File: config.mk
export PLATFORM = sky130hd
export DESIGN_NAME = rpc2_ctrl_port_arbiter_flat
export DESIGN_NICKNAME = d
export VERILOG_FILES = /design/src/rtl/rpc2_ctrl_arb_pkg.sv /design/src/rtl/rpc2_ctrl_port_arbiter_if.sv /design/src/rtl/rpc2_ctrl_arb_pick.sv /design/src/rtl/rpc2_ctrl_port_arbiter.sv /design/src/flat_wrapper.sv
export SDC_FILE = /design/constraint.sdc
export NUM_CORES = 1
export LEC_CHECK = 0
export ABC_AREA = 1
export CELL_PAD_IN_SITES_DETAIL_PLACEMENT = 1
export CELL_PAD_IN_SITES_GLOBAL_PLACEMENT = 1
export CORE_ASPECT_RATIO = 0.8
export CORE_MARGIN = 1.5
export CORE_UTILIZATION = 46
export CTS_BUF_LIST = sky130_fd_sc_hd__clkbuf_4 sky130_fd_sc_hd__clkbuf_8 sky130_fd_sc_hd__clkbuf_16
export DETAILED_ROUTE_END_ITERATION = 16
export DONT_BUFFER_PORTS = 1
export PLACE_DENSITY_LB_ADDON = 0.05
export SYNTH_ARGS = -nofsm -noshare
export SYNTH_HDL_FRONTEND = slang
export SYNTH_SLANG_ARGS = --single-unit
File: constraint.sdc
create_clock -name clk -period 6.8 [get_ports clk]
set_clock_uncertainty 0.15 [all_clocks]
set_input_delay 1.7 -clock clk [delete_from_list [all_inputs] [get_ports clk]]
set_output_delay 1.7 -clock clk [all_outputs]
set_load 0.02 [all_outputs]
File: src/rtl/rpc2_ctrl_arb_pkg.sv
// rpc2_ctrl_arb_pkg: shared FSM state type, arbitration mode encodings and width helpers
package rpc2_ctrl_arb_pkg;
    typedef enum logic [1:0] {IDLE, CALC, ISSUE, WAIT} arb_state_e;
    localparam logic ARB_RR = 1'b0;
    localparam logic ARB_FIXED = 1'b1;
    localparam int DEF_NUM_PORTS = 4;
    localparam int DEF_MAX_BEATS = 64;
    localparam int DEF_PORT_W = $clog2(DEF_NUM_PORTS);
    localparam int DEF_BEATS_W = $clog2(DEF_MAX_BEATS) + 1;
    function automatic int beats_w(input int max_beats);
        return $clog2(max_beats) + 1;
    endfunction
endpackage

File: src/rtl/rpc2_ctrl_port_arbiter_if.sv
// rpc2_ctrl_port_arbiter_if: requester and chunk-command signals between requesters, arbiter and sequencer
interface rpc2_ctrl_port_arbiter_if #(
    parameter int NUM_PORTS = 4,
    parameter int ADDR_W = 32,
    parameter int LEN_W = 8,
    parameter int ID_W = 4,
    parameter int MAX_BEATS = 64
);
    import rpc2_ctrl_arb_pkg::*;
    localparam int PORT_W = $clog2(NUM_PORTS);
    localparam int BEATS_W = beats_w(MAX_BEATS);
    logic [NUM_PORTS-1:0] req_valid;
    logic [NUM_PORTS-1:0] req_ready;
    logic [NUM_PORTS-1:0] req_write;
    logic [NUM_PORTS*ADDR_W-1:0] req_addr;
    logic [NUM_PORTS*LEN_W-1:0] req_len;
    logic [NUM_PORTS*ID_W-1:0] req_id;
    logic cfg_mode;
    logic cmd_valid;
    logic cmd_ready;
    logic cmd_write;
    logic [ADDR_W-1:0] cmd_addr;
    logic [BEATS_W-1:0] cmd_beats;
    logic cmd_last;
    logic [PORT_W-1:0] cmd_port;
    logic [ID_W-1:0] cmd_id;
    logic done;
    logic busy;
    modport slave (
        input req_valid, req_write, req_addr, req_len, req_id, cfg_mode, cmd_ready, done,
        output req_ready, cmd_valid, cmd_write, cmd_addr, cmd_beats, cmd_last, cmd_port, cmd_id, busy
    );
    modport master (
        output req_valid, req_write, req_addr, req_len, req_id, cfg_mode, cmd_ready, done,
        input req_ready, cmd_valid, cmd_write, cmd_addr, cmd_beats, cmd_last, cmd_port, cmd_id, busy
    );
endinterface

File: src/rtl/rpc2_ctrl_arb_pick.sv
// rpc2_ctrl_arb_pick: per-port aging, round-robin pointer and winner selection
module rpc2_ctrl_arb_pick
    import rpc2_ctrl_arb_pkg::*;
#(
    parameter int NUM_PORTS = 4,
    parameter int AGE_W = 8,
    parameter int AGE_LIMIT = 200,
    parameter int PORT_W = $clog2(NUM_PORTS)
) (
    input  logic                 clk,
    input  logic                 rst,
    input  logic                 en_i,
    input  logic                 mode_i,
    input  logic [NUM_PORTS-1:0] valid_i,
    output logic [NUM_PORTS-1:0] gnt_o,
    output logic [PORT_W-1:0]    gnt_idx_o,
    output logic                 gnt_any_o
);
    logic [AGE_W-1:0] age_q [NUM_PORTS];
    logic [AGE_W-1:0] age_d [NUM_PORTS];
    logic [PORT_W-1:0] ptr_q, ptr_d, aged_idx, fix_idx, rr_idx;
    logic aged_hit;

    // Descending scans leave the lowest qualifying index (or smallest RR offset) as the winner
    always_comb begin
        aged_hit = 1'b0;
        aged_idx = '0;
        fix_idx = '0;
        rr_idx = '0;
        for (int i = NUM_PORTS - 1; i >= 0; i--) begin
            if (valid_i[i] && int'(age_q[i]) >= AGE_LIMIT) begin
                aged_hit = 1'b1;
                aged_idx = PORT_W'(i);
            end
            if (valid_i[i]) fix_idx = PORT_W'(i);
            if (valid_i[(int'(ptr_q) + i) % NUM_PORTS]) rr_idx = PORT_W'((int'(ptr_q) + i) % NUM_PORTS);
        end
        gnt_idx_o = aged_hit ? aged_idx : (mode_i == ARB_FIXED) ? fix_idx : rr_idx;
        gnt_any_o = en_i && (|valid_i);
        gnt_o = gnt_any_o ? (NUM_PORTS'(1) << gnt_idx_o) : '0;
        ptr_d = !gnt_any_o ? ptr_q : (int'(gnt_idx_o) == NUM_PORTS - 1) ? '0 : gnt_idx_o + 1'b1;
        for (int i = 0; i < NUM_PORTS; i++)
            age_d[i] = (!valid_i[i] || gnt_o[i]) ? '0 : (&age_q[i]) ? age_q[i] : age_q[i] + 1'b1;
    end

    always_ff @(posedge clk or posedge rst) begin
        if (rst) begin
            ptr_q <= '0;
            for (int i = 0; i < NUM_PORTS; i++) age_q[i] <= '0;
        end else begin
            ptr_q <= ptr_d;
            age_q <= age_d;
        end
    end
endmodule

File: src/rtl/rpc2_ctrl_port_arbiter.sv
// rpc2_ctrl_port_arbiter: shares the single-outstanding PSRAM sequencer between NUM_PORTS requesters,
// splitting each burst into chunks bounded by tCEM and the page boundary
module rpc2_ctrl_port_arbiter
    import rpc2_ctrl_arb_pkg::*;
#(
    parameter int NUM_PORTS = 4,
    parameter int ADDR_W = 32,
    parameter int LEN_W = 8,
    parameter int ID_W = 4,
    parameter int BEAT_BYTES = 2,
    parameter int MAX_BEATS = 64,
    parameter int PAGE_BYTES = 2048,
    parameter int AGE_W = 8,
    parameter int AGE_LIMIT = 200
) (
    input logic clk,
    input logic rst,
    rpc2_ctrl_port_arbiter_if.slave bus
);
    localparam int PORT_W = $clog2(NUM_PORTS);
    localparam int BEATS_W = beats_w(MAX_BEATS);
    localparam int BB_LG = $clog2(BEAT_BYTES);
    localparam int PG_LG = $clog2(PAGE_BYTES);
    localparam int RW = LEN_W + 1;

    arb_state_e state_q;
    logic wr_q;
    logic [ADDR_W-1:0] addr_q;
    logic [RW-1:0] rem_q;
    logic [ID_W-1:0] id_q;
    logic [PORT_W-1:0] port_q;
    logic cmd_valid_q, cmd_write_q, cmd_last_q;
    logic [ADDR_W-1:0] cmd_addr_q;
    logic [BEATS_W-1:0] cmd_beats_q;
    logic [PORT_W-1:0] cmd_port_q;
    logic [ID_W-1:0] cmd_id_q;
    logic [NUM_PORTS-1:0] gnt;
    logic [PORT_W-1:0] gnt_idx;
    logic gnt_any;
    logic [31:0] room, rem_w;
    logic [BEATS_W-1:0] chunk;

    rpc2_ctrl_arb_pick #(
        .NUM_PORTS(NUM_PORTS),
        .AGE_W(AGE_W),
        .AGE_LIMIT(AGE_LIMIT)
    ) u_pick (
        .clk(clk),
        .rst(rst),
        .en_i(state_q == IDLE),
        .mode_i(bus.cfg_mode),
        .valid_i(bus.req_valid),
        .gnt_o(gnt),
        .gnt_idx_o(gnt_idx),
        .gnt_any_o(gnt_any)
    );

    // chunk = min(remaining, MAX_BEATS, beats left before the page boundary)
    always_comb begin
        rem_w = 32'(rem_q);
        room = 32'((PAGE_BYTES - int'(addr_q[PG_LG-1:0])) >> BB_LG);
        chunk = (room < rem_w && room < 32'(MAX_BEATS)) ? BEATS_W'(room) :
                (rem_w < 32'(MAX_BEATS)) ? BEATS_W'(rem_w) : BEATS_W'(MAX_BEATS);
    end

    always_ff @(posedge clk or posedge rst) begin
        if (rst) begin
            state_q <= IDLE;
            wr_q <= 1'b0;
            addr_q <= '0;
            rem_q <= '0;
            id_q <= '0;
            port_q <= '0;
            cmd_valid_q <= 1'b0;
            cmd_write_q <= 1'b0;
            cmd_addr_q <= '0;
            cmd_beats_q <= '0;
            cmd_last_q <= 1'b0;
            cmd_port_q <= '0;
            cmd_id_q <= '0;
        end else begin
            case (state_q)
                IDLE: if (gnt_any) begin
                    wr_q <= bus.req_write[gnt_idx];
                    addr_q <= bus.req_addr[gnt_idx*ADDR_W +: ADDR_W] & ~ADDR_W'(BEAT_BYTES - 1);
                    rem_q <= RW'(bus.req_len[gnt_idx*LEN_W +: LEN_W]) + RW'(1);
                    id_q <= bus.req_id[gnt_idx*ID_W +: ID_W];
                    port_q <= gnt_idx;
                    state_q <= CALC;
                end
                CALC: begin
                    cmd_write_q <= wr_q;
                    cmd_addr_q <= addr_q;
                    cmd_beats_q <= chunk;
                    cmd_last_q <= 32'(chunk) == rem_w;
                    cmd_port_q <= port_q;
                    cmd_id_q <= id_q;
                    cmd_valid_q <= 1'b1;
                    state_q <= ISSUE;
                end
                ISSUE: if (bus.cmd_ready) begin
                    cmd_valid_q <= 1'b0;
                    addr_q <= addr_q + (ADDR_W'(cmd_beats_q) << BB_LG);
                    rem_q <= rem_q - RW'(cmd_beats_q);
                    state_q <= WAIT;
                end
                WAIT: if (bus.done) state_q <= (rem_q != '0) ? CALC : IDLE;
                default: state_q <= IDLE;
            endcase
        end
    end

    assign bus.req_ready = gnt;
    assign bus.cmd_valid = cmd_valid_q;
    assign bus.cmd_write = cmd_write_q;
    assign bus.cmd_addr = cmd_addr_q;
    assign bus.cmd_beats = cmd_beats_q;
    assign bus.cmd_last = cmd_last_q;
    assign bus.cmd_port = cmd_port_q;
    assign bus.cmd_id = cmd_id_q;
    assign bus.busy = state_q != IDLE;
endmodule
File: src/flat_wrapper.sv
// flat-port wrapper written by rule: the top's interface ports become plain ports
module rpc2_ctrl_port_arbiter_flat import rpc2_ctrl_arb_pkg::*;
#(
    parameter int NUM_PORTS = 4,
    parameter int ADDR_W = 32,
    parameter int LEN_W = 8,
    parameter int ID_W = 4,
    parameter int BEAT_BYTES = 2,
    parameter int MAX_BEATS = 64,
    parameter int PAGE_BYTES = 2048,
    parameter int AGE_W = 8,
    parameter int AGE_LIMIT = 200
)
  (clk, rst, bus_req_valid, bus_req_write, bus_req_addr, bus_req_len, bus_req_id, bus_cfg_mode, bus_cmd_ready, bus_done, bus_req_ready, bus_cmd_valid, bus_cmd_write, bus_cmd_addr, bus_cmd_beats, bus_cmd_last, bus_cmd_port, bus_cmd_id, bus_busy);
  rpc2_ctrl_port_arbiter_if #(.NUM_PORTS(NUM_PORTS), .ADDR_W(ADDR_W), .LEN_W(LEN_W), .ID_W(ID_W), .MAX_BEATS(MAX_BEATS)) bus_i ();
  input logic clk;
  input logic rst;
  input wire logic [$bits(bus_i.req_valid)-1:0] bus_req_valid;
  input wire logic [$bits(bus_i.req_write)-1:0] bus_req_write;
  input wire logic [$bits(bus_i.req_addr)-1:0] bus_req_addr;
  input wire logic [$bits(bus_i.req_len)-1:0] bus_req_len;
  input wire logic [$bits(bus_i.req_id)-1:0] bus_req_id;
  input wire logic [$bits(bus_i.cfg_mode)-1:0] bus_cfg_mode;
  input wire logic [$bits(bus_i.cmd_ready)-1:0] bus_cmd_ready;
  input wire logic [$bits(bus_i.done)-1:0] bus_done;
  output wire logic [$bits(bus_i.req_ready)-1:0] bus_req_ready;
  output wire logic [$bits(bus_i.cmd_valid)-1:0] bus_cmd_valid;
  output wire logic [$bits(bus_i.cmd_write)-1:0] bus_cmd_write;
  output wire logic [$bits(bus_i.cmd_addr)-1:0] bus_cmd_addr;
  output wire logic [$bits(bus_i.cmd_beats)-1:0] bus_cmd_beats;
  output wire logic [$bits(bus_i.cmd_last)-1:0] bus_cmd_last;
  output wire logic [$bits(bus_i.cmd_port)-1:0] bus_cmd_port;
  output wire logic [$bits(bus_i.cmd_id)-1:0] bus_cmd_id;
  output wire logic [$bits(bus_i.busy)-1:0] bus_busy;
  assign bus_i.req_valid = bus_req_valid;
  assign bus_i.req_write = bus_req_write;
  assign bus_i.req_addr = bus_req_addr;
  assign bus_i.req_len = bus_req_len;
  assign bus_i.req_id = bus_req_id;
  assign bus_i.cfg_mode = bus_cfg_mode;
  assign bus_i.cmd_ready = bus_cmd_ready;
  assign bus_i.done = bus_done;
  assign bus_req_ready = bus_i.req_ready;
  assign bus_cmd_valid = bus_i.cmd_valid;
  assign bus_cmd_write = bus_i.cmd_write;
  assign bus_cmd_addr = bus_i.cmd_addr;
  assign bus_cmd_beats = bus_i.cmd_beats;
  assign bus_cmd_last = bus_i.cmd_last;
  assign bus_cmd_port = bus_i.cmd_port;
  assign bus_cmd_id = bus_i.cmd_id;
  assign bus_busy = bus_i.busy;
  rpc2_ctrl_port_arbiter #(.NUM_PORTS(NUM_PORTS), .ADDR_W(ADDR_W), .LEN_W(LEN_W), .ID_W(ID_W), .BEAT_BYTES(BEAT_BYTES), .MAX_BEATS(MAX_BEATS), .PAGE_BYTES(PAGE_BYTES), .AGE_W(AGE_W), .AGE_LIMIT(AGE_LIMIT)) u_core (.clk(clk), .rst(rst), .bus(bus_i));
endmodule
## Word-level counts from Yosys, hierarchy flattened

Cells that the tools add are included.

- Word-level logic and storage cells: 148
- Register bits: 132
- Input bits: 189
- Output and inout bits: 53

- Magnitude comparators: 12
- Bitwise operators: 3
- Reductions and logical operators: 31
- Eq/ne operators: 12
- Shift operators: 4
- Add/sub/neg operators: 12
- Muxes and demuxes: 56

Operator list:

| kind | number |
|---|---|
| $shiftx 128x8->32 | 1 |
| $mux 32 | 2 |
| $mux 8 | 8 |
| $pmux 32 s2 | 1 |
| $mux 2 | 18 |
| $add 32x8->32 | 1 |
| $add 8x1->8 const B | 4 |
| $ge 8x8->1 const B | 4 |
| $reduce_and 8->1 | 4 |
| $shiftx 32x6->8 | 1 |
| $lt 31x7->1 const B | 1 |
| $lt 31x9->1 | 1 |
| $mux 9 | 2 |
| $pmux 9 s2 | 1 |
| $shiftx 16x5->4 | 1 |
| $mux 1 | 14 |
| $mux 7 | 2 |
| $sub 12x11->13 const A | 1 |
| $lt 3x4->1 const B | 3 |
| $ne 2x2->1 const B | 6 |
| $bmux 1 s2 | 5 |
| $add 8x1->9 const B | 1 |
| $eq 7x9->1 | 1 |
| $lt 9x7->1 const B | 1 |
| 22 further kinds | 46 |

## Depth between registers and ports, before layout

- Depth in word-level cells: 16
- Gate-level depth with buffers: 25
- Mapped depth without buffers: 24

## Cells and area by module

A second synthesis with hierarchy kept.

- Cell total of the unflattened synthesis: 1324
- Area total of the unflattened synthesis: 9356.5 um2

Modules (own cells, without submodules):

| module | seq. area each (um2) | instances | cells an instance | area each (um2) |
|---|---|---|---|---|
| rpc2_ctrl_port_arbiter | 2402.3 | 1 | 1044 | 7170.6 |
| rpc2_ctrl_arb_pick | 850.8 | 1 | 280 | 2185.8 |

## Worst setup path after synthesis

No wires, ideal clock.

- Kind: input to output
- Start point: input bus_req_valid[0]
- End point: output bus_req_ready[2]
- Stages: 17
- Slack: 1.453 ns
- Arrival: 3.497 ns
- Buffers on the path: 3
- Data required time: 4.950 ns
- Cell sequence: buf_2 inv_1 nand2_1 nand3_1 nand2_1 nor2_1 o21ai_1 nand2_1 nand3_1 nand2_1 nand2_4 inv_2 buf_6 clkbuf_1 ha_1 inv_1 nor2_1

- Cells in the longest elaborated chain, start to end: 11
- Elaborated cells on any way between the ends: 25
- Those cells by class: shift: 1; mux: 21; reduce/logical: 3

RTL lines:

| what | RTL line | RTL |
|---|---|---|
| start: declaration | flat_wrapper.sv:18 | `input wire logic [$bits(bus_i.req_valid)-1:0] bus_req_valid;` |
| $bmux 1 s2 | rpc2_ctrl_arb_pick.sv:36 | `if (valid_i[(int'(ptr_q) + i) % NUM_PORTS]) rr_idx = PORT_W'((int'(ptr_q) + i) % NUM_PORTS);` |
| $mux 1 (implied by the code) (2 in a row) | rpc2_ctrl_arb_pick.sv:36 |  |
| $mux 2 (4 in a row) | rpc2_ctrl_arb_pick.sv:36 |  |
| $mux 2 | rpc2_ctrl_arb_pick.sv:38 | `gnt_idx_o = aged_hit ? aged_idx : (mode_i == ARB_FIXED) ? fix_idx : rr_idx;` |
| $mux 2 * | rpc2_ctrl_arb_pick.sv:38 |  |
| net u_core.gnt_idx[1] | rpc2_ctrl_port_arbiter.sv:38 | `logic [PORT_W-1:0] gnt_idx;` |
| $shl 1x2->4 * | rpc2_ctrl_arb_pick.sv:40 | `gnt_o = gnt_any_o ? (NUM_PORTS'(1) << gnt_idx_o) : '0;` |
| $mux 4 * | rpc2_ctrl_arb_pick.sv:40 |  |
| end: declaration | flat_wrapper.sv:26 | `output wire logic [$bits(bus_i.req_ready)-1:0] bus_req_ready;` |

The timed path passes the listed nets; every way through them passes the cells marked *. The select of a mux whose other input is x is not followed.

## Worst setup path after layout

- Start point: input bus_req_valid[3]
- End point: output bus_req_ready[2]

- Cells in the longest elaborated chain, start to end: 11
- Elaborated cells on any way between the ends: 34
- Those cells by class: shift: 1; mux: 30; reduce/logical: 3

RTL lines:

| what | RTL line |
|---|---|
| $bmux 1 s2 | rpc2_ctrl_arb_pick.sv:36 |
| $mux 1 (implied by the code) (2 in a row) | rpc2_ctrl_arb_pick.sv:36 |
| $mux 2 (4 in a row) | rpc2_ctrl_arb_pick.sv:36 |
| $mux 2 (2 in a row) | rpc2_ctrl_arb_pick.sv:38 |
| $shl 1x2->4 | rpc2_ctrl_arb_pick.sv:40 |
| $mux 4 * | rpc2_ctrl_arb_pick.sv:40 |

Every way passes the cells marked *; elsewhere a longest branch is shown, timed or not. The select of a mux whose other input is x is not followed.

==> impl_metrics.yaml <==
outcome:
  outcome: "finished clean"
global_route:
  antenna_found_initial: 1
  grt_overflow: 0
  grt_max_degree: 87
  grt_pass1_wl_um: 50400
  first_global_vias: 9425
  grtUsageTotal_pct: 29.9
clock_network:
  cts-buffers-inserted: 17
  post_cts_resized: 0
  clk_pin_slew_worst_paths_ps: 70
  clkLatencyLatePin_ps: 440
  cts_max_level: 4
  ctsHoldBuffers: 0
  cts.sinks: 130
  cts_setup_buffers: 0
  cts_root_buf: "clkbuf_16"
  cts_tree: "yes"
  cts_buffer_depth: 2
worst_hold_path:
  hold_path_class: "reg -> reg"
logic_synthesis:
  synth_area_leader_cell: "dfrtp_1"
  yosys.area_share.simple_pct: 29.7
  synth_xor_area_share_pct: 2.13
  synthMuxAreaShare_pct: 0
  avgSynthCellArea_sq_um: 6.92
  ys_types: 55
  ys_seq_area_share_pct: 34.4
  synth_top_family_by_area: "simple AND/OR/NAND/NOR gates"
  netlist.area_leader.share_pct: 34.4
  synth_cells: 1365
  synthesis.nets: 1597
  synthTopCellsByArea: "dfrtp_1 34%, nand2_1 13%, o21ai_0 7.9%, inv_1 5.7%, ha_1 5.4%"
  ys_warn_count: 0
  synth_compound_area_share_pct: 18.2
  syn-cell-area_sq_mm: 0.00944
  synthAdderAreaFrac_pct: 5.86
  synth-seq-cells: 130
place:
  io_buffers: 0
  place_congestion: 0.884
  post-dp-hpwl_um: 23100
  dpl-instance-area_sq_mm: 0.00956
timing:
  rsz0062_at_grt: "false"
  setup_viol: 0
  final_hold_viol_count: 0
  tns_ps: 0
  max_freq_mhz: 182
  fin_crit_sh_pct: 80.9
  hold_ws_ps: 330
  drv_slew: 0
  period_minus_slack_ps: 5500
  max_slew_margin_pct: 39.1
  worst_pin_slew_ps: 904
finish:
  final_area_sq_mm: 0.0101
  n_antenna_cell: 0
  num-fill-cells: 2601
  syn_to_final_growth_pct: 7.30
  final_nets: 1568
  drive_gt1_share_pct: 7.12
power_and_ir_drop:
  power_frac_seq_pct: 29.3
  power.density_mw_per_mm2: 517
  p_int_mw: 2.45
  power_leakage_nw: 4.74
  p_sw_mw: 2.79
  sw_frac_of_total_pct: 53.2
  ir_drop_v: 0.000369
  pwr-share-comb_pct: 53.3
  pwr-share-clk_pct: 17.4
job:
  maxCapViolCount: 0
die:
  core_sq_mm: 0.0200
  fp-row-count: 46
  io_pins: 242
  die_x_um: 163
  die-area_sq_mm: 0.0214
  start_util_pct: 47.3
  die_h_um: 131
route:
  wl_um: 31500
  drc_errors: 0
  ant_nets: 0
  avgRoutedWirePerCell_um: 19.5
  viasPerCell: 5.73
  dr.pass1.iters: 5
  drt_iter0_markers: 594
  vias: 9249
setup_path:
  crit_path_end_kind: "primary output"
  cp.required_ps: 4950
  criticalPathCategory: "in -> out"
  worstPathArrival_ps: 3650
  crit_fanout: 45
  worstSetupStartpointType: "primary input"
## cells by family (layout without fill, tap and decap cells)
group	count (synthesis)	in the layout
other	1	1
flip-flops	130	130
AO/OA/AOI/OAI	306	306
adder cells (fa/ha/maj)	43	43
buffers and inverters	216	200
AND/OR/NAND/NOR	646	646
XOR/XNOR	23	23
## Yosys cell counts (all sizes together)
| cell | number |
|---|---|
| o311ai | 1 |
| a21oi | 67 |
| a21boi | 2 |
| nor3 | 24 |
| nor4 | 8 |
| dfrtp | 130 |
| nand3b | 7 |
| a22oi | 6 |
| o21a | 1 |
| xnor2 | 5 |
| ha | 41 |
| nand2 | 351 |
| o2bb2ai | 1 |
| or2 | 7 |
| nor3b | 1 |
| clkbuf | 26 |
| o22ai | 8 |
| o21bai | 2 |
| o211ai | 8 |
| conb | 1 |
| nand3 | 107 |
| xor2 | 18 |
| a32oi | 1 |
| a211oi | 7 |
| fa | 2 |
| buf | 34 |
| a41oi | 1 |
| a31oi | 5 |
| nand4 | 11 |
| o31ai | 10 |
| clkinv | 2 |
| and2 | 1 |
| a311oi | 1 |
| o221ai | 8 |
| o32ai | 1 |
| o21ai | 176 |
| inv | 154 |
| nor2 | 129 |
## critical path, stage by stage
cell and delay (ps):
inv_1 30, nand2_1 60, nand3_1 140, nand2_1 80, nor2_1 90, o21ai_1 70, nand2_1 60, nand3_1 70
nand2_1 120, nand2_4 320, inv_2 300, ha_1 190, inv_1 50, nor2_1 350
## sequential cells by signal, summed over array words and instances (netlist names), 4 cells and up
| name | count |
|---|---|
| u_core.bus.cmd_id | 4 |
| u_core.addr_q | 31 |
| u_core.rem_q | 9 |
| u_core.id_q | 4 |
| u_core.bus.cmd_addr | 31 |
| u_core.u_pick.age_q | 32 |
| u_core.bus.cmd_beats | 7 |
## layout make-up
type	count	area (sq um)	share of cell area, %
tap	264	330	3.26
clock inverter	14	144	1.42
multi-input combinational	1019	5290	52.2
timing repair buffer	12	90.1	0.889
sequential	130	3250	32.1
clock buffer	18	433	4.27
inverter	156	591	5.83
## worst paths after layout
kind | from | end | slack, ps | cells past startpoint
setup / recovery | bus_req_valid[3] | bus_req_ready[2] | 1300 | 14
hold / removal | u_core.id_q[1] | u_core.bus.cmd_id[1] | 330 | 2
setup reg to reg | u_core.u_pick.ptr_q[0] | u_core.rem_q[6] | 2330 | 25
hold reg to reg | u_core.id_q[1] | u_core.bus.cmd_id[1] | 330 | 2
max in group asynchronous | rst | u_core.bus.cmd_beats[2] | 4230 | 2
min in group asynchronous | rst | u_core.bus.cmd_port[1] | 1110 | 1
## power by group through the flow
stage               logic, mW  registers (mW)  clock network [mW]
floorplan                2.09            1.43                   0
global placement         2.65            1.53                   0
detailed placement       2.76            1.54                   0
CTS                      2.80            1.53               0.926
global route             3.18            1.58               0.960
finish                   2.79            1.53               0.915
## through the flow
stage	setup WS, ps	instances	power [mW]	util (%)
global route	1020	1613	5.72	50.7
global placement	1330	1581	4.19	47.9
CTS	1300	1613	5.26	50.7
finish	1300	1613	5.24	50.7
floorplan	1450	1365	3.52	-
detailed placement	1310	1581	4.30	47.9
## routing by layer
layer  global-route usage [%]  up-vias  wire length (um)
met5                        0        -                13
met4                     7.49        2               495
met3                     5.56       38              1610
met2                     51.6      225             15500
met1                     38.2     4530             13900
li1                         -     4454                 -
## cell usage in the layout, fill, tap and decap left out, types with 10 or more instances in the layout
master,n
inv_2,12
inv_1,142
nand3_1,102
clkbuf_16,17
buf_4,12
nand2_1,337
o21ai_0,150
xor2_1,18
o21ai_1,23
ha_1,41
dfrtp_1,130
nor2_1,124
a21oi_1,65
nand4_1,10
nand2_2,10
nor3_1,22
(Power assumes the default switching activity.)
==> variant 1, RTL diff (same flow settings) <==
`PAGE_BYTES` is set to 2048 in 2 places; all go to 1024.
--- a/src/rtl/rpc2_ctrl_port_arbiter.sv
+++ b/src/rtl/rpc2_ctrl_port_arbiter.sv
@@ -9,7 +9,7 @@
     parameter int ID_W = 4,
     parameter int BEAT_BYTES = 2,
     parameter int MAX_BEATS = 64,
-    parameter int PAGE_BYTES = 2048,
+    parameter int PAGE_BYTES = 1024,
     parameter int AGE_W = 8,
     parameter int AGE_LIMIT = 200
 ) (
--- a/src/flat_wrapper.sv
+++ b/src/flat_wrapper.sv
@@ -7,7 +7,7 @@
     parameter int ID_W = 4,
     parameter int BEAT_BYTES = 2,
     parameter int MAX_BEATS = 64,
-    parameter int PAGE_BYTES = 2048,
+    parameter int PAGE_BYTES = 1024,
     parameter int AGE_W = 8,
     parameter int AGE_LIMIT = 200
 )
Check against the original RTL: not equivalent (Yosys sat finds a counterexample within 4 cycles, from zero or initial values and one cycle with rst high).
==> variant 1 against the original RTL <==
Design area fell by 0.33%. Non-clock buffer count fell by 1. Area after synthesis fell by 0.49%. Core utilization barely moved. Power fell by 1.7%. First-iteration DRC count fell by 11%. Setup slack improved by 0.047 ns. Hold slack improved by 0.0014 ns. Sequential share of layout area rose by 0.11 points. Combinational power fell by 3%. Sequential cell count did not move. Wire length fell by 2.1%.
==> variant 1: results (changes against the original RTL) <==
Run status
  • Status: finished, final reports clean

Drt
  • Via density per instance: 5.76 (+0.37%)
  • Final wirelength: 30.9 mm (-2.1%)
  • Met3 wire len: 1.55 mm (-3.4%)
  • DR WL/cell: 19.4 um (-0.88%)
  • DR iter-0 viols: 531 (-11%)

Final layout
  • Number of non-clock buffers in the layout: 11 (-1)
  • Filler cell count: 2596 (-0.19%)
  • Clock tree cell share of total cell area: 5.79% (+0.093 points)
  • Seq area share: 32.2% (+0.11 points)
  • Footprint of the multi-input gates: 5260 um2 (-0.64%)
  • Multi-input comb cells: 1000 (-1.9%)
  • Share of cells above drive strength 1: 6.92% (-0.19 points)
  • NonClk Buf Share: 0.818% (-0.071 points)

Synthesis
  • Most common library cells after synthesis: nand2_1, o21ai_0, inv_1
  • Cell variety after synth: 48 (-13%)
  • Syn avg cell area: 6.98 um2 (+0.84%)
  • Seq/Total Area, Yosys: 34.6% (+0.17 points)
  • Post-Synth XOR/XNOR Area: 1.96% (-0.18 points)

Power and ir drop
  • Switching Share: 52.8% (-0.40 points)
  • Share of total power in combinational logic: 52.7% (-0.6 points)

STA
  • Max-slew headroom: 42.0% (+2.9 points)

Placement
  • Final Wtd Congestion: 0.841 (-4.8%)
  • Placed Instances: 1561 (-1.3%)

GRT
  • First-pass GRT wire length: 49.5 mm (-1.7%)
  • Initial antenna violation count: 0 (-1)

Critical path
  • R2R cell count: 23 (-8.0%)
[variant 1: cell types whose count changed after synthesis, moves of 3 or more]
cell	unedited run	this run
a21oi_1	66	70
a22oi_1	6	3
buf_6	6	3
nand2_1	337	306
nand3_1	102	96
nor2_1	124	116
nor3_1	22	28
nor4_1	8	5
o211ai_1	8	13
o21ai_0	150	173
o21ai_1	23	12
o221ai_1	8	15
xnor2_1	5	1
[variant 1: final timing paths]
check	end	start	slack, ns
hold reg to reg	u_core.bus.cmd_port[0]$_DFFE_PP0P_	u_core.port_q[0]$_DFFE_PP0P_	0.33
hold / removal	u_core.bus.cmd_port[0]$_DFFE_PP0P_	u_core.port_q[0]$_DFFE_PP0P_	0.33
min in group asynchronous	u_core.u_pick.age_q[3]$_DFFE_PP0P_	rst	1.09
setup / recovery	bus_req_ready[3]	bus_req_valid[1]	1.34
max in group asynchronous	u_core.addr_q[17]$_DFFE_PP0P_	rst	4.17
setup reg to reg	u_core.rem_q[6]$_DFFE_PP0P_	u_core.u_pick.ptr_q[0]$_DFFE_PP0P_	2.92
[variant 1: through the flow]
stage / area (um2) / hold WS (ns) / util [%]
CTS: 10100 / 0.333 / 50.7
global placement: 9520 / 0.307 / 47.8
detailed placement: 9520 / 0.314 / 47.8
finish: 10100 / 0.331 / 50.7
global route: 10100 / 0.363 / 50.7
floorplan: 9400 / 0.297 / -
[variant 1: worst max-delay path, stage by stage]
cell and delay [ns]:
inv_2 0.02, nor2_1 0.11, o31ai_2 0.12, a31oi_2 0.54
nand2_4 0.15, inv_2 0.11, buf_4 0.32, ha_1 0.20
inv_1 0.05, nor2_1 0.10, buf_4 0.16
==> variant 2, RTL diff (same settings) <==
Made on the original files. Re-encode `arb_state_e` (4 states) as one-hot, 4 bits wide.
--- a/src/rtl/rpc2_ctrl_arb_pkg.sv
+++ b/src/rtl/rpc2_ctrl_arb_pkg.sv
@@ -1,6 +1,6 @@
 // rpc2_ctrl_arb_pkg: shared FSM state type, arbitration mode encodings and width helpers
 package rpc2_ctrl_arb_pkg;
-    typedef enum logic [1:0] {IDLE, CALC, ISSUE, WAIT} arb_state_e;
+    typedef enum logic [3:0] {IDLE = 4'b0001, CALC = 4'b0010, ISSUE = 4'b0100, WAIT = 4'b1000} arb_state_e;
     localparam logic ARB_RR = 1'b0;
     localparam logic ARB_FIXED = 1'b1;
     localparam int DEF_NUM_PORTS = 4;
Function: same outputs for any inputs over 4 cycles, from zero or initial values and one cycle with rst high; so few cycles prove little.
==> variant 2 against the original RTL <==
Global-route usage rose by 0.90 points. Power is 1.1% higher. Setup slack lost 0.11 ns. Sequential cell count increased by 2. Highest routed layer is now met4. Design area up 1.3%. Hold slack got worse by 0.015 ns. Wire length increased by 2.4%. Area after synthesis up 0.89%. Fmax decreased by 2.0%. Final cell count up 1.9%. Sequential share of layout area up 0.093 points. Critical path depth did not move. Clock power increased by 2.8%.
==> variant 2: results (changes against the original RTL) <==
Run status
  • Status: finished, final reports clean

Critical path
  • CP max FO: 23 (-49%)
  • Arrival @ worst endpoint: 3.77 ns (+0.12 ns)

Power and ir drop
  • VDD IR max: 0.231 mV (-37%)
  • P_int: 0.00251 W (+2.3%)
  • P_leak: 4.79 nW (+1.1%)

Drt
  • Final wirelength: 32.3 mm (+2.4%)
  • Vias after detailed routing: 9402 (+1.7%)
  • DR iter-0 viols: 591 (-0.51%)

Synthesis
  • Seq/Total Area, Yosys: 34.7% (+0.24 points)
  • Post-Synth XOR/XNOR Area: 1.93% (-0.20 points)
  • Syn Nets: 1620 (+1.4%)
  • Multiplexer share of the synthesized area: 0.105% (+0.11 points)
  • Synth Area in Adders: 5.15% (-0.71 points)
  • Top cells by area, synth: dfrtp_1, nand2_1, o21ai_0, nand3_1, inv_1
  • YS warnings: 0 (unchanged)
  • Post-synthesis compound-gate area fraction: 16.8% (-1.4 points)

Placement
  • Post-detail-place hpwl: 24.4 mm (+5.4%)
  • Final Wtd Congestion: 0.879 (-0.54%)

Clocking
  • Clk root buf: clkbuf_16
  • Reg clk slew, reported paths: 0.07 ns (about the same)
  • Post-CTS setup buffers: 0 (unchanged)
  • Post_cts resized: 0 (unchanged)

GRT
  • Vias in the first global route: 9700 (+2.9%)
  • Largest net degree at the start of global routing: 91 (+4.6%)
  • Initial antenna violation count: 0 (-1)
  • Global Route Usage Sum: 30.8% (+0.90 points)
  • First-pass GRT wire length: 51.9 mm (+3.1%)

Final layout
  • Filler cell count: 2642 (+1.6%)

Hold path
  • Hold depth: 1 (-1)

STA
  • Tightest Pin Transition: 1.13 ns (+0.223 ns)
==> variant 2: cell types whose count changed in the layout (fill, tap and decap cells not counted), sizes merged, moves of 6 or more <==
cell   before  now
a21oi      67   60
a31oi       5   11
inv       162  172
nand3     107  132
nor3       24   32
o21ai     176  170
o31ai      10    4
==> variant 2: final timing paths <==
kind | end | startpoint | slack, ns
min in group asynchronous | u_core.bus.cmd_id[2]$_DFFE_PP0P_ | rst | 1.10
max reg2reg | u_core.rem_q[4]$_DFFE_PP0P_ | u_core.u_pick.ptr_q[0]$_DFFE_PP0P_ | 2.45
max in group asynchronous | u_core.addr_q[26]$_DFFE_PP0P_ | rst | 4.20
min | u_core.u_pick.age_q[13]$_DFFE_PP0P_ | u_core.u_pick.age_q[13]$_DFFE_PP0P_ | 0.31
min reg2reg | u_core.u_pick.age_q[13]$_DFFE_PP0P_ | u_core.u_pick.age_q[13]$_DFFE_PP0P_ | 0.31
max | bus_req_ready[1] | bus_req_valid[3] | 1.18
==> variant 2: power by group through the flow <==
stage                     clock network, W  registers (W)  logic [W]
after floorplan                          0        0.00145    0.00208
after global placement                   0        0.00155    0.00266
after detailed placement                 0        0.00156    0.00277
after CTS                         0.000949        0.00155    0.00281
after global routing              0.000982        0.00159    0.00318
final                             0.000941        0.00155    0.00281
==> variant 2: stage by stage <==
stage / instance area [um2] / setup slack, ns / cells
3_3_place_gp: 9680 / 1.32 / 1612
2_1_floorplan: 9530 / 1.43 / 1393
6_report: 10300 / 1.18 / 1643
5_1_grt: 10300 / 0.999 / 1643
4_1_cts: 10300 / 1.25 / 1643
3_5_place_dp: 9680 / 1.27 / 1612
==> variant 2: cell families after synthesis <==
kind of cell	count (synthesis)
AND/OR/NAND/NOR	686
AO/OA/AOI/OAI	287
buffers and inverters	227
flip-flops	132
adder cells (fa/ha/maj)	38
XOR/XNOR	21
other	1
multiplexers	1
==> variant 2: critical path, stage by stage <==
cell and delay (ns):
inv_1 0.05, nand2_1 0.07, nand3_1 0.18, nand3_1 0.12, nand3_1 0.08, nand2_1 0.05
nand2_1 0.08, nand3_2 0.11, nand2_1 0.12, nand3_2 0.48, ha_1 0.42, inv_1 0.08
nor2_1 0.05, buf_4 0.17
==> variant 2: routing by layer <==
metal,GRT usage (%),vias to the layer above,wire length [um]
met5,0,-,0
met2,52.0,242,15700
li1,-,4553,-
met1,40.7,4574,14500
met3,4.39,33,1450
met4,8.99,0,686
==> variant 2: cell type report <==
| class | count | area (um2) | area share [%] |
|---|---|---|---|
| clock buffer | 18 | 433 | 4.22 |
| clock inverter | 13 | 151 | 1.48 |
| inverter | 168 | 638 | 6.22 |
| multi-input combinational | 1034 | 5300 | 51.7 |
| sequential | 132 | 3300 | 32.2 |
| tap | 264 | 330 | 3.22 |
| timing repair buffer | 14 | 105 | 1.02 |
